[src/rtl/lpc_frame_mm_master.sv]
// rtl/lpc_frame_mm_master.sv - Avalon-MM frame buffer master feeding the LPC analysis stage
//
// Purpose: writes one frame of FRAME_LEN signed samples into DDR with word
// writes, reads the frame back in order and streams it downstream.
// Optional feature macro: LPC_FRAME_PINGPONG_EN (alternate two frame regions).
//
// Ports:
//   clk, reset                          clock, synchronous active-high reset
//   in_data/in_valid/in_ready           sample input handshake
//   out_data/out_valid/out_last         read-back sample stream (no backpressure)
//   frame_done                          one-cycle pulse after a frame is streamed
//   ddr_addr/ddr_read/ddr_write         Avalon-MM command (word address)
//   ddr_writedata                       Avalon-MM write data
//   ddr_readdata/ddr_readdatavalid      Avalon-MM pipelined read response
//   ddr_waitrequest                     slave stall, holds the current command
module lpc_frame_mm_master #(
  parameter int DATA_W    = 16,
  parameter int ADDR_W    = 32,
  parameter int FRAME_LEN = 64,
  parameter int BASE_ADDR = 0
) (
  input  logic              clk,
  input  logic              reset,
  input  logic [DATA_W-1:0] in_data,
  input  logic              in_valid,
  output logic              in_ready,
  output logic [DATA_W-1:0] out_data,
  output logic              out_valid,
  output logic              out_last,
  output logic              frame_done,
  output logic [ADDR_W-1:0] ddr_addr,
  output logic              ddr_read,
  output logic              ddr_write,
  output logic [DATA_W-1:0] ddr_writedata,
  input  logic [DATA_W-1:0] ddr_readdata,
  input  logic              ddr_readdatavalid,
  input  logic              ddr_waitrequest
);

  localparam int CW = $clog2(FRAME_LEN + 1);
  localparam logic [CW-1:0] LEN  = CW'(FRAME_LEN);
  localparam logic [CW-1:0] LAST = CW'(FRAME_LEN - 1);
  localparam logic [ADDR_W-1:0] BASE0 = ADDR_W'(BASE_ADDR);

  localparam logic [1:0] S_WRITE = 2'd0;
  localparam logic [1:0] S_READ  = 2'd1;
  localparam logic [1:0] S_DRAIN = 2'd2;
  localparam logic [1:0] S_DONE  = 2'd3;

  logic [1:0]        state_q, state_d;
  logic [CW-1:0]     wr_issued_q, wr_issued_d;
  logic [CW-1:0]     rd_issued_q, rd_issued_d;
  logic [CW-1:0]     rd_rcvd_q, rd_rcvd_d;
  logic [ADDR_W-1:0] addr_q, addr_d;
  logic              read_q, read_d;
  logic              write_q, write_d;
  logic [DATA_W-1:0] wdata_q, wdata_d;
  logic [DATA_W-1:0] out_data_q, out_data_d;
  logic              out_valid_q, out_valid_d;
  logic              out_last_q, out_last_d;
  logic              frame_done_q, frame_done_d;
  logic [ADDR_W-1:0] frame_base;
  logic              accept, wr_ack, rd_ack;

`ifdef LPC_FRAME_PINGPONG_EN
  localparam logic [ADDR_W-1:0] BASE1 = ADDR_W'(BASE_ADDR + FRAME_LEN);
  logic bank_q, bank_d;
  assign frame_base = bank_q ? BASE1 : BASE0;
`else
  assign frame_base = BASE0;
`endif

  // A stalled write blocks new samples so the held command/data stay intact.
  assign in_ready = !reset && (state_q == S_WRITE) && (wr_issued_q < LEN)
                    && !(write_q && ddr_waitrequest);
  assign accept   = in_valid && in_ready;
  assign wr_ack   = write_q && !ddr_waitrequest;
  assign rd_ack   = read_q && !ddr_waitrequest;

  always_comb begin
    state_d      = state_q;
    wr_issued_d  = wr_issued_q;
    rd_issued_d  = rd_issued_q;
    rd_rcvd_d    = rd_rcvd_q;
    addr_d       = addr_q;
    read_d       = read_q;
    write_d      = write_q;
    wdata_d      = wdata_q;
    out_data_d   = out_data_q;
    out_valid_d  = 1'b0;
    out_last_d   = 1'b0;
    frame_done_d = 1'b0;
`ifdef LPC_FRAME_PINGPONG_EN
    bank_d       = bank_q;
`endif
    case (state_q)
      S_WRITE: begin
        if (accept) begin
          // A new sample may replace a write completing this same cycle.
          write_d     = 1'b1;
          wdata_d     = in_data;
          addr_d      = frame_base + ADDR_W'(wr_issued_q);
          wr_issued_d = wr_issued_q + CW'(1);
        end else if (wr_ack) begin
          write_d = 1'b0;
          if (wr_issued_q == LEN) begin
            // Launch the first read on the same edge the last write retires.
            state_d = S_READ;
            read_d  = 1'b1;
            addr_d  = frame_base;
          end
        end
      end
      S_READ: begin
        if (rd_ack) begin
          rd_issued_d = rd_issued_q + CW'(1);
          if (rd_issued_q == LAST) begin
            read_d  = 1'b0;
            state_d = S_DRAIN;
          end else begin
            addr_d = frame_base + ADDR_W'(rd_issued_d);
          end
        end
      end
      S_DRAIN: begin
        if (rd_rcvd_q == LEN) begin
          state_d      = S_DONE;
          frame_done_d = 1'b1;
        end
      end
      default: begin
        state_d     = S_WRITE;
        wr_issued_d = '0;
        rd_issued_d = '0;
        rd_rcvd_d   = '0;
`ifdef LPC_FRAME_PINGPONG_EN
        bank_d      = ~bank_q;
`endif
      end
    endcase

    // Responses only count while reads belong to the current frame; anything
    // arriving in WRITE is left over from before a reset and is dropped.
    if ((state_q == S_READ || state_q == S_DRAIN) && ddr_readdatavalid
        && (rd_rcvd_q != LEN)) begin
      out_data_d  = ddr_readdata;
      out_valid_d = 1'b1;
      out_last_d  = (rd_rcvd_q == LAST);
      rd_rcvd_d   = rd_rcvd_q + CW'(1);
    end
  end

  always_ff @(posedge clk) begin
    if (reset) begin
      state_q      <= S_WRITE;
      wr_issued_q  <= '0;
      rd_issued_q  <= '0;
      rd_rcvd_q    <= '0;
      addr_q       <= '0;
      read_q       <= 1'b0;
      write_q      <= 1'b0;
      wdata_q      <= '0;
      out_data_q   <= '0;
      out_valid_q  <= 1'b0;
      out_last_q   <= 1'b0;
      frame_done_q <= 1'b0;
`ifdef LPC_FRAME_PINGPONG_EN
      bank_q       <= 1'b0;
`endif
    end else begin
      state_q      <= state_d;
      wr_issued_q  <= wr_issued_d;
      rd_issued_q  <= rd_issued_d;
      rd_rcvd_q    <= rd_rcvd_d;
      addr_q       <= addr_d;
      read_q       <= read_d;
      write_q      <= write_d;
      wdata_q      <= wdata_d;
      out_data_q   <= out_data_d;
      out_valid_q  <= out_valid_d;
      out_last_q   <= out_last_d;
      frame_done_q <= frame_done_d;
`ifdef LPC_FRAME_PINGPONG_EN
      bank_q       <= bank_d;
`endif
    end
  end

  assign out_data      = out_data_q;
  assign out_valid     = out_valid_q;
  assign out_last      = out_last_q;
  assign frame_done    = frame_done_q;
  assign ddr_addr      = addr_q;
  assign ddr_read      = read_q;
  assign ddr_write     = write_q;
  assign ddr_writedata = wdata_q;

endmodule

[config.mk]
export PLATFORM = sky130hd
export DESIGN_NAME = lpc_frame_mm_master
export DESIGN_NICKNAME = d
export VERILOG_FILES = /design/src/rtl/lpc_frame_mm_master.sv
export SDC_FILE = /design/constraint.sdc
export NUM_CORES = 1
export LEC_CHECK = 0
export CORE_ASPECT_RATIO = 0.8
export CORE_MARGIN = 5
export CORE_UTILIZATION = 35
export CTS_BUF_LIST = sky130_fd_sc_hd__clkbuf_8
export CTS_CLUSTER_DIAMETER = 50
export CTS_CLUSTER_SIZE = 12
export DETAILED_ROUTE_END_ITERATION = 6
export GPL_TIMING_DRIVEN = 0
export PLACE_DENSITY_LB_ADDON = 0.08
export SYNTH_ARGS = -nofsm -noshare
export SYNTH_HDL_FRONTEND = slang
export SYNTH_SLANG_ARGS = --single-unit
[constraint.sdc]
create_clock -name clk -period 2.4 [get_ports clk]
set_clock_uncertainty 0.2 [all_clocks]
set_input_delay 0.48 -clock clk [delete_from_list [all_inputs] [get_ports clk]]
set_output_delay 0.48 -clock clk [all_outputs]
set_load 0.03 [all_outputs]
Word-level counts from Yosys, hierarchy flattened --
Cells that the tools add are included.
Word-level totals: register bits 92, input bits 37, output and inout bits 70, logic and storage cells 95
Cells by class: $add $sub $neg 3, order comparisons 1, equality and inequality tests 18, mux-type cells 29, bitwise operators 4, reduce and logical (&&, ||, !) cells 28
Operators by type and width (count):
- 32-bit two-way mux | 5
- 32-bit one-hot mux with 2 select lines | 1
- 7-bit two-way mux | 4
- 7-bit one-hot mux with 2 select lines | 2
- 7-bit by 1-bit adder with 7-bit output (second input constant) | 3
- 7-bit by 6-bit == test with 1-bit output (second input constant) | 2
- 7-bit == test (second input constant) | 2
- 2-bit inequality test (second input constant) | 7
- 2-bit two-way mux | 6
- 6-bit AND reduction | 2
- 1-bit logical AND | 9
- 1-bit two-way mux | 9
- 2-bit AND reduction | 4
- 2-bit OR reduction | 4
- 7-bit < comparator (second input constant) | 1
- 7-bit inequality test (second input constant) | 1
- 2-bit one-hot mux with 3 select lines | 1
- 5-bit AND reduction | 1
- 2-bit by 1-bit inequality test with 1-bit output (second input constant) | 2
- 1-bit NOT | 4
- 2-bit nonzero test | 2
- 1-bit logical NOT | 3
- 3-bit by 2-bit inequality test with 1-bit output (second input constant) | 1
- 3-bit inequality test (second input constant) | 1
- 6 further kinds | 6

Longest topological paths before layout --
Gate-level depths: netlist (run 1).
word-level depth 7, mapped depth 9, mapped depth without buffers 6

Least setup slack after synthesis (run 1) --
Ideal clock, no wire load.
kind flip-flop to flip-flop, from reg state_q[0], to reg addr_q[0] (netlist: ddr_addr[0]), setup time 121 ps, arrival time 1704 ps, data required time 2079 ps, path slack 375 ps, stages on the path, launching flop included 9, path buffers 2, clock period less this slack 2025 ps, cell sequence dfxtp_1 -> inv_1 -> ha_1 -> buf_2 -> nand3b_2 -> o21a_4 -> a22o_1 -> buf_6 -> mux2_4
On the way: cells in the longest elaborated chain, start to end 7, elaborated cells between the ends (all ways) 14, those cells by class eq/ne: 5; mux: 2; reduce/logical: 7
Ends and longest elaborated chain:
- from (decl) | RTL line 50 | logic [1:0] state_q, state_d;
- from (signal assigned) | RTL line 171 | state_q <= state_d;
- 2-bit logical NOT | RTL line 74, 96
- 1-bit logical AND (2 in a row) | RTL line 74 | assign in_ready = !reset && (state_q == S_WRITE) && (wr_issued_q < LEN)
- 1-bit logical AND | RTL line 75 | && !(write_q && ddr_waitrequest);
- 1-bit logical AND | RTL line 76 | assign accept = in_valid && in_ready;
- 3-bit by 2-bit inequality test with 1-bit output (no source line), or another cell as far along
- 5-bit AND reduction (no source line) / 32-bit one-hot mux with 2 select lines (equally long branches)
- to (signal assigned) | RTL line 175 | addr_q <= addr_d;
- to (decl) | RTL line 54 | logic [ADDR_W-1:0] addr_q, addr_d;
Several ways; a longest one is shown, not always the timed one. A chain may end at the register's enable or synchronous reset.

Final worst setup path (run 1) --
from in ddr_waitrequest, to out in_ready
On the way: cells in the longest elaborated chain, start to end 3
Ends and longest elaborated chain:
- from (decl) | RTL line 37 | input logic ddr_waitrequest
- 1-bit logical AND | RTL line 75
- 1-bit logical NOT | RTL line 75
- 1-bit logical AND | RTL line 75
- to (decl) | RTL line 26 | output logic in_ready,
Every way passes these cells.

==> results of run 1 <==
-- flip-flops by register name (all words and copies together), names as in the netlist --
signal and count:
ddr_write 1, out_valid 1, out_data 16, frame_done 1, rd_rcvd_q 7, rd_issued_q 7
state_q 2, ddr_writedata 16, wr_issued_q 7, ddr_read 1, out_last 1, ddr_addr 7
-- critical path: cells and delay by family --
kind	cells	cell delay, ps
buffers and inverters	3	830
and+or+nand+nor	1	80
AOI/OAI and AO/OA	1	220
-- report_power, final --
part / internal [uW] / switching, uW
clock: 489 / 418
combinational: 131 / 162
sequential: 1130 / 9.57
-- kinds of logic (layout without fill, tap and decap cells) --
kind of cell | after synthesis | in the layout | share of synthesized area
other cells | 1 | 25 | 0.00113
simple gates | 162 | 162 | 0.242
buf+inv | 57 | 152 | 0.0996
fa+ha+maj | 10 | 10 | 0.0377
xor+xnor | 1 | 1 | 0.00264
flops | 67 | 67 | 0.404
compound gates | 94 | 94 | 0.177
mux | 10 | 10 | 0.0362
-- final cells by class --
cell class                      count  area [um2]  share of cell area
Multi-Input combinational cell    302        1750               0.383
Sequential cell                    67        1340               0.294
Clock buffer                       10         138              0.0302
Tap cell                          115         144              0.0316
Timing Repair Buffer               81         806               0.177
Clock inverter                      4        43.8             0.00961
Inverter                           11        41.3             0.00906
Buffer                             46         298              0.0653
-- synthesized netlist by cell type (3+ instances only) --
| master | instances | area (um2) |
|---|---|---|
| a21oi_1 | 52 | 260 |
| a311oi_1 | 4 | 35.0 |
| a31oi_1 | 3 | 18.8 |
| and2_1 | 3 | 18.8 |
| and3_1 | 6 | 37.5 |
| buf_2 | 6 | 30.0 |
| buf_4 | 25 | 188 |
| clkbuf_1 | 12 | 45.0 |
| dfxtp_1 | 67 | 1340 |
| ha_1 | 10 | 125 |
| inv_1 | 11 | 41.3 |
| mux2_4 | 4 | 60.1 |
| mux2i_1 | 6 | 60.1 |
| nand2_1 | 89 | 334 |
| nand2b_1 | 7 | 43.8 |
| nand3_1 | 10 | 50.1 |
| nor2_1 | 10 | 37.5 |
| nor2b_1 | 5 | 31.3 |
| nor3_1 | 4 | 20.0 |
| o21ai_0 | 9 | 45.0 |
| o31ai_1 | 3 | 22.5 |
| o41ai_1 | 3 | 26.3 |
| or3_1 | 7 | 43.8 |
| or4_1 | 4 | 30.0 |
-- stage by stage --
stage,setup TNS (ps),area (um2),cells,hold WS [ps],util
finish,0,4560,636,254,0.498
global route,0,4560,636,274,0.498
floorplan,0,3410,426,236,-
global placement,-14970,4360,622,242,0.476
CTS,0,4540,636,257,0.496
detailed placement,-16060,4360,622,247,0.476
-- metal layers --
metal	GRT usage	vias to the layer above
met5	0	-
met4	0.0427	0
met3	0.0536	8
met2	0.252	84
met1	0.197	1405
li1	-	1582
-- worst paths after layout --
| path | slack [ps] | end | cells past startpoint | start |
|---|---|---|---|---|
| worst max-delay path | 110 | in_ready | 5 | ddr_waitrequest |
| worst min-delay path | 250 | ddr_writedata[5]$_SDFFE_PP0P_ | 2 | ddr_writedata[5]$_SDFFE_PP0P_ |
| worst max register to register | 170 | ddr_addr[5]$_SDFFE_PP0P_ | 8 | state_q[0]$_SDFFE_PP0P_ |
| worst min register to register | 250 | ddr_writedata[5]$_SDFFE_PP0P_ | 2 | ddr_writedata[5]$_SDFFE_PP0P_ |
-- repair_timing --
action	4_1_cts	5_1_grt
endpoints found under the setup margin	1	50
buffers inserted	0	0
cloned	0	0
endpoints found under the hold margin	0	0
pin swaps	0	0
resized for setup	5	16
==> results.sh, run 1 <==
export IMPL_run_status="complete, no violations"
export IMPL_root_buffer="clkbuf_8"
export IMPL_yosysUniqueCellTypes=56
export IMPL_tightest_slew_ps=498
export IMPL_clk_pin_slew_ps=70
export IMPL_grt_use_total=0.156
export IMPL_overflow=0
export IMPL_p_leak_uw=0.00173
export IMPL_synth_ff_latch_count=67
export IMPL_wl_met3_um=525
export IMPL_viasPerCell=4.84
export IMPL_diodes=0
export IMPL_pre_cts_slack_ps=-381
export IMPL_cp_arrival_ps=1610
export IMPL_cts_buffers=9
export IMPL_wl_um=8790
export IMPL_worstSetupStartpointType="primary input"
export IMPL_ys_warn_count=0
export IMPL_hold_path_class="flop to flop"
export IMPL_vias=3079
export IMPL_period_minus_slack_ps=2290
export IMPL_syn_area_per_cell_um2=8.25
export IMPL_fillers=938
export IMPL_globalplace_congestion=0.750
export IMPL_area_delta_synth_final_pct=37.4
export IMPL_max_cap_violations=0
export IMPL_worstSetupPathType="primary input to output port"
export IMPL_final_cell_mix="nand2_1 (89), clkdlybuf4s50_1 (80), dfxtp_1 (67)"
export IMPL_die_x_um=119
export IMPL_post_route_drc_count=0
export IMPL_rsz0062_at_grt="no"
export IMPL_max_vdd_ir_drop_uv=244
export IMPL_drt_initial_drc_count=126
export IMPL_antenna_left=0
export IMPL_cp_slowest_cell="clkdlybuf4s50_1"
export IMPL_setup_ws_ps=108
export IMPL_io_buffers=81
export IMPL_top_layer_used="met4"
export IMPL_grt_pass1_wl_um=14600
export IMPL_ios=107
export IMPL_crit_required_ps=1720
export IMPL_ys_seq_area_frac=0.404
export IMPL_clk_latency_ps=350
export IMPL_die_height_um=97.1
export IMPL_cp_max_fo=10
export IMPL_path_cells="clkdlybuf4s50_1 > a21o_1 > buf_6 > nor2_1 > buf_2"
export IMPL_initial_utilization=0.362
export IMPL_routed_wl_met2_um=4080
export IMPL_drv_slew=0
export IMPL_grt_pass1_vias=2912
export IMPL_antenna_found_initial=0
export IMPL_drive_gt1_frac=0.123
export IMPL_relSlewSlack=0.667
export IMPL_layout_commonest_cell="nand2_1"
export IMPL_synthesis_area_um2=3320
export IMPL_synth_cells=402
export IMPL_fin_nets=565
export IMPL_wl_per_cell_um=13.8
export IMPL_finalPower_uw=2340
export IMPL_dpl_hpwl_um=6620
export IMPL_cts_tree="yes"
export IMPL_drt_pass1_iterations=4
export IMPL_pwr_density_cell_nw_per_um2=513
export IMPL_coreArea_um2=9150
export IMPL_synth_edf_count=0
export IMPL_fmax_mhz=436
export IMPL_hold_buffers=0
export IMPL_met1_length_um=4110
export IMPL_endpoint_kind="output port"
export IMPL_max_stage_delay_ps=500
export IMPL_placementRows=31
export IMPL_ys_async_sr_fraction=0
export IMPL_finalHoldViolations=0
export IMPL_dieArea_um2=11500
export IMPL_fin_crit_sh=0.955
export IMPL_synth_flop_cell="dfxtp_1"
export IMPL_cts_buffer_depth=2
export IMPL_cts_sinks=67
export IMPL_cts_htree_levels=3
export IMPL_grt_max_degree=11
export IMPL_finalSetupViolCount=0
Note: power is estimated with default switching activity, not from simulation.
==> run 2, diff against run 1 <==
--- a/config.mk
+++ b/config.mk
@@ -6,9 +6,8 @@
 export NUM_CORES = 1
 export LEC_CHECK = 0
 export CORE_ASPECT_RATIO = 0.8
-export CORE_MARGIN = 5
+export CORE_MARGIN = 2
 export CORE_UTILIZATION = 35
-export CTS_BUF_LIST = sky130_fd_sc_hd__clkbuf_8
 export CTS_CLUSTER_DIAMETER = 50
 export CTS_CLUSTER_SIZE = 12
 export DETAILED_ROUTE_END_ITERATION = 6
==> results.sh, run 2 (same netlist as run 1, synthesis figures left out) <==
export IMPL_run_status="complete, no violations"
export IMPL_drt_pass1_iterations=4
export IMPL_grt_pass1_wl_um=14200
export IMPL_seqPwrFrac=0.407
export IMPL_die_x_um=113
export IMPL_dpl_hpwl_um=6500
export IMPL_fin_nets=565
export IMPL_drive_gt1_frac=0.128
export IMPL_p_leak_uw=0.00178
export IMPL_coreArea_um2=9110
export IMPL_fin_cells=638
export IMPL_relSlewSlack=0.654
export IMPL_netSwitchingFraction=0.232
export IMPL_worstSetupStartpointType="primary input"
export IMPL_grt_max_degree=12
export IMPL_pre_cts_slack_ps=-359
export IMPL_fillers=885
export IMPL_path_cells="clkdlybuf4s50_1 > a21o_1 > buf_6 > nor2_1 > buf_2"
export IMPL_initial_utilization=0.364
export IMPL_antenna_found_initial=0
export IMPL_cts_buffers=9
export IMPL_place_inst=622
export IMPL_ios=107
export IMPL_post_route_drc_count=0
export IMPL_cp_arrival_ps=1590
export IMPL_crit_required_ps=1720
export IMPL_cts_tree="yes"
export IMPL_reg2reg_depth=8
export IMPL_max_cap_violations=0
export IMPL_rsz0062_at_grt="no"
export IMPL_cp_max_fo=10
export IMPL_min_path_cells=2
export IMPL_diodes=0
export IMPL_fin_crit_sh=0.944
export IMPL_internal_power_uw=2150
export IMPL_pwr_density_cell_nw_per_um2=596
export IMPL_vias=3105
export IMPL_cts_htree_levels=3
export IMPL_endpoint_kind="output port"
export IMPL_max_stage_delay_ps=480
export IMPL_p_comb_frac=0.105
export IMPL_io_buffers=81
export IMPL_setup_ws_ps=133
export IMPL_cp_slowest_cell="clkdlybuf4s50_1"
export IMPL_hold_path_class="flop to flop"
export IMPL_tightest_slew_ps=518
export IMPL_post_cts_setup_buffers=0
export IMPL_finalSetupViolCount=0
export IMPL_area_delta_synth_final_pct=41.4
export IMPL_final_cell_mix="nand2_1 (89), clkdlybuf4s50_1 (80), dfxtp_1 (67)"
export IMPL_viasPerCell=4.87
export IMPL_cts_sinks=67
export IMPL_overflow=0
export IMPL_drv_slew=0
export IMPL_fin_util=0.514
export IMPL_whs_ps=252
export IMPL_layout_commonest_cell="nand2_1"
export IMPL_multi_input_area_um2=1750
export IMPL_cts_buffer_depth=2
export IMPL_antenna_left=0
export IMPL_regArea_um2=1340
export IMPL_worstSetupPathType="primary input to output port"
export IMPL_drt_initial_drc_count=90
export IMPL_max_vdd_ir_drop_uv=377
export IMPL_clk_latency_ps=330
export IMPL_placementRows=31
export IMPL_clk_pin_slew_ps=50
export IMPL_grt_pass1_vias=2893
export IMPL_root_buffer="clkbuf_16"
export IMPL_period_minus_slack_ps=2270
export IMPL_p_sw_uw=649
export IMPL_dieArea_um2=10300
export IMPL_die_height_um=91.1
export IMPL_finalHoldViolations=0
export IMPL_grt_use_total=0.172
export IMPL_wl_um=8580
export IMPL_globalplace_congestion=0.784
export IMPL_fmax_mhz=441
export IMPL_clockPowerShare=0.489
export IMPL_wl_per_cell_um=13.4
==> run 2: final timing paths <==
kind / startpoint / endpoint / slack, ps
worst max-delay path: ddr_waitrequest / in_ready / 130
worst min-delay path: ddr_writedata[5]$_SDFFE_PP0P_ / ddr_writedata[5]$_SDFFE_PP0P_ / 250
worst max register to register: state_q[0]$_SDFFE_PP0P_ / ddr_addr[4]$_SDFFE_PP0P_ / 180
worst min register to register: ddr_writedata[5]$_SDFFE_PP0P_ / ddr_writedata[5]$_SDFFE_PP0P_ / 250
==> run 2: layout make-up <==
type,instances,area share
Inverter,11,0.00880
Clock inverter,3,0.00961
Tap cell,115,0.0307
Multi-Input combinational cell,302,0.372
Sequential cell,67,0.286
Clock buffer,13,0.0576
Timing Repair Buffer,81,0.172
Buffer,46,0.0632
==> run 2: metrics by stage <==
step           TNS, ps  power (uW)  area (um2)
5_1_grt              0        2890        4690
3_3_place_gp    -13750        1450        4360
3_5_place_dp    -15160        1450        4360
4_1_cts              0        2820        4680
6_report             0        2800        4690
2_1_floorplan        0        1340        3410
==> run 2: power groups by stage <==
stage	logic, uW	clock network (uW)	registers, uW
after global routing	312	1440	1140
final	292	1370	1140
after detailed placement	290	0	1160
after floorplan	151	0	1190
after CTS	291	1400	1140
after global placement	289	0	1160
==> run 2: worst max-delay path: cells and delay by family <==
family	cells	cell delay, ps
AOI/OAI and AO/OA	1	220
buffers and inverters	3	810
and+or+nand+nor	1	80
==> run 2: routing by layer <==
| metal | wire (um) | global-route usage | up-vias |
|---|---|---|---|
| li1 | - | - | 1590 |
| met1 | 4130 | 0.228 | 1427 |
| met2 | 3850 | 0.272 | 79 |
| met3 | 508 | 0.0527 | 9 |
| met4 | 89 | 0.0488 | 0 |
| met5 | 0 | 0 | - |
==> run 2: repair_timing <==
item | CTS | global route
hold buffers | 0 | 0
endpoints found under the setup margin | 1 | 51
resized for setup | 3 | 16
hold endpoints to repair | 0 | 0
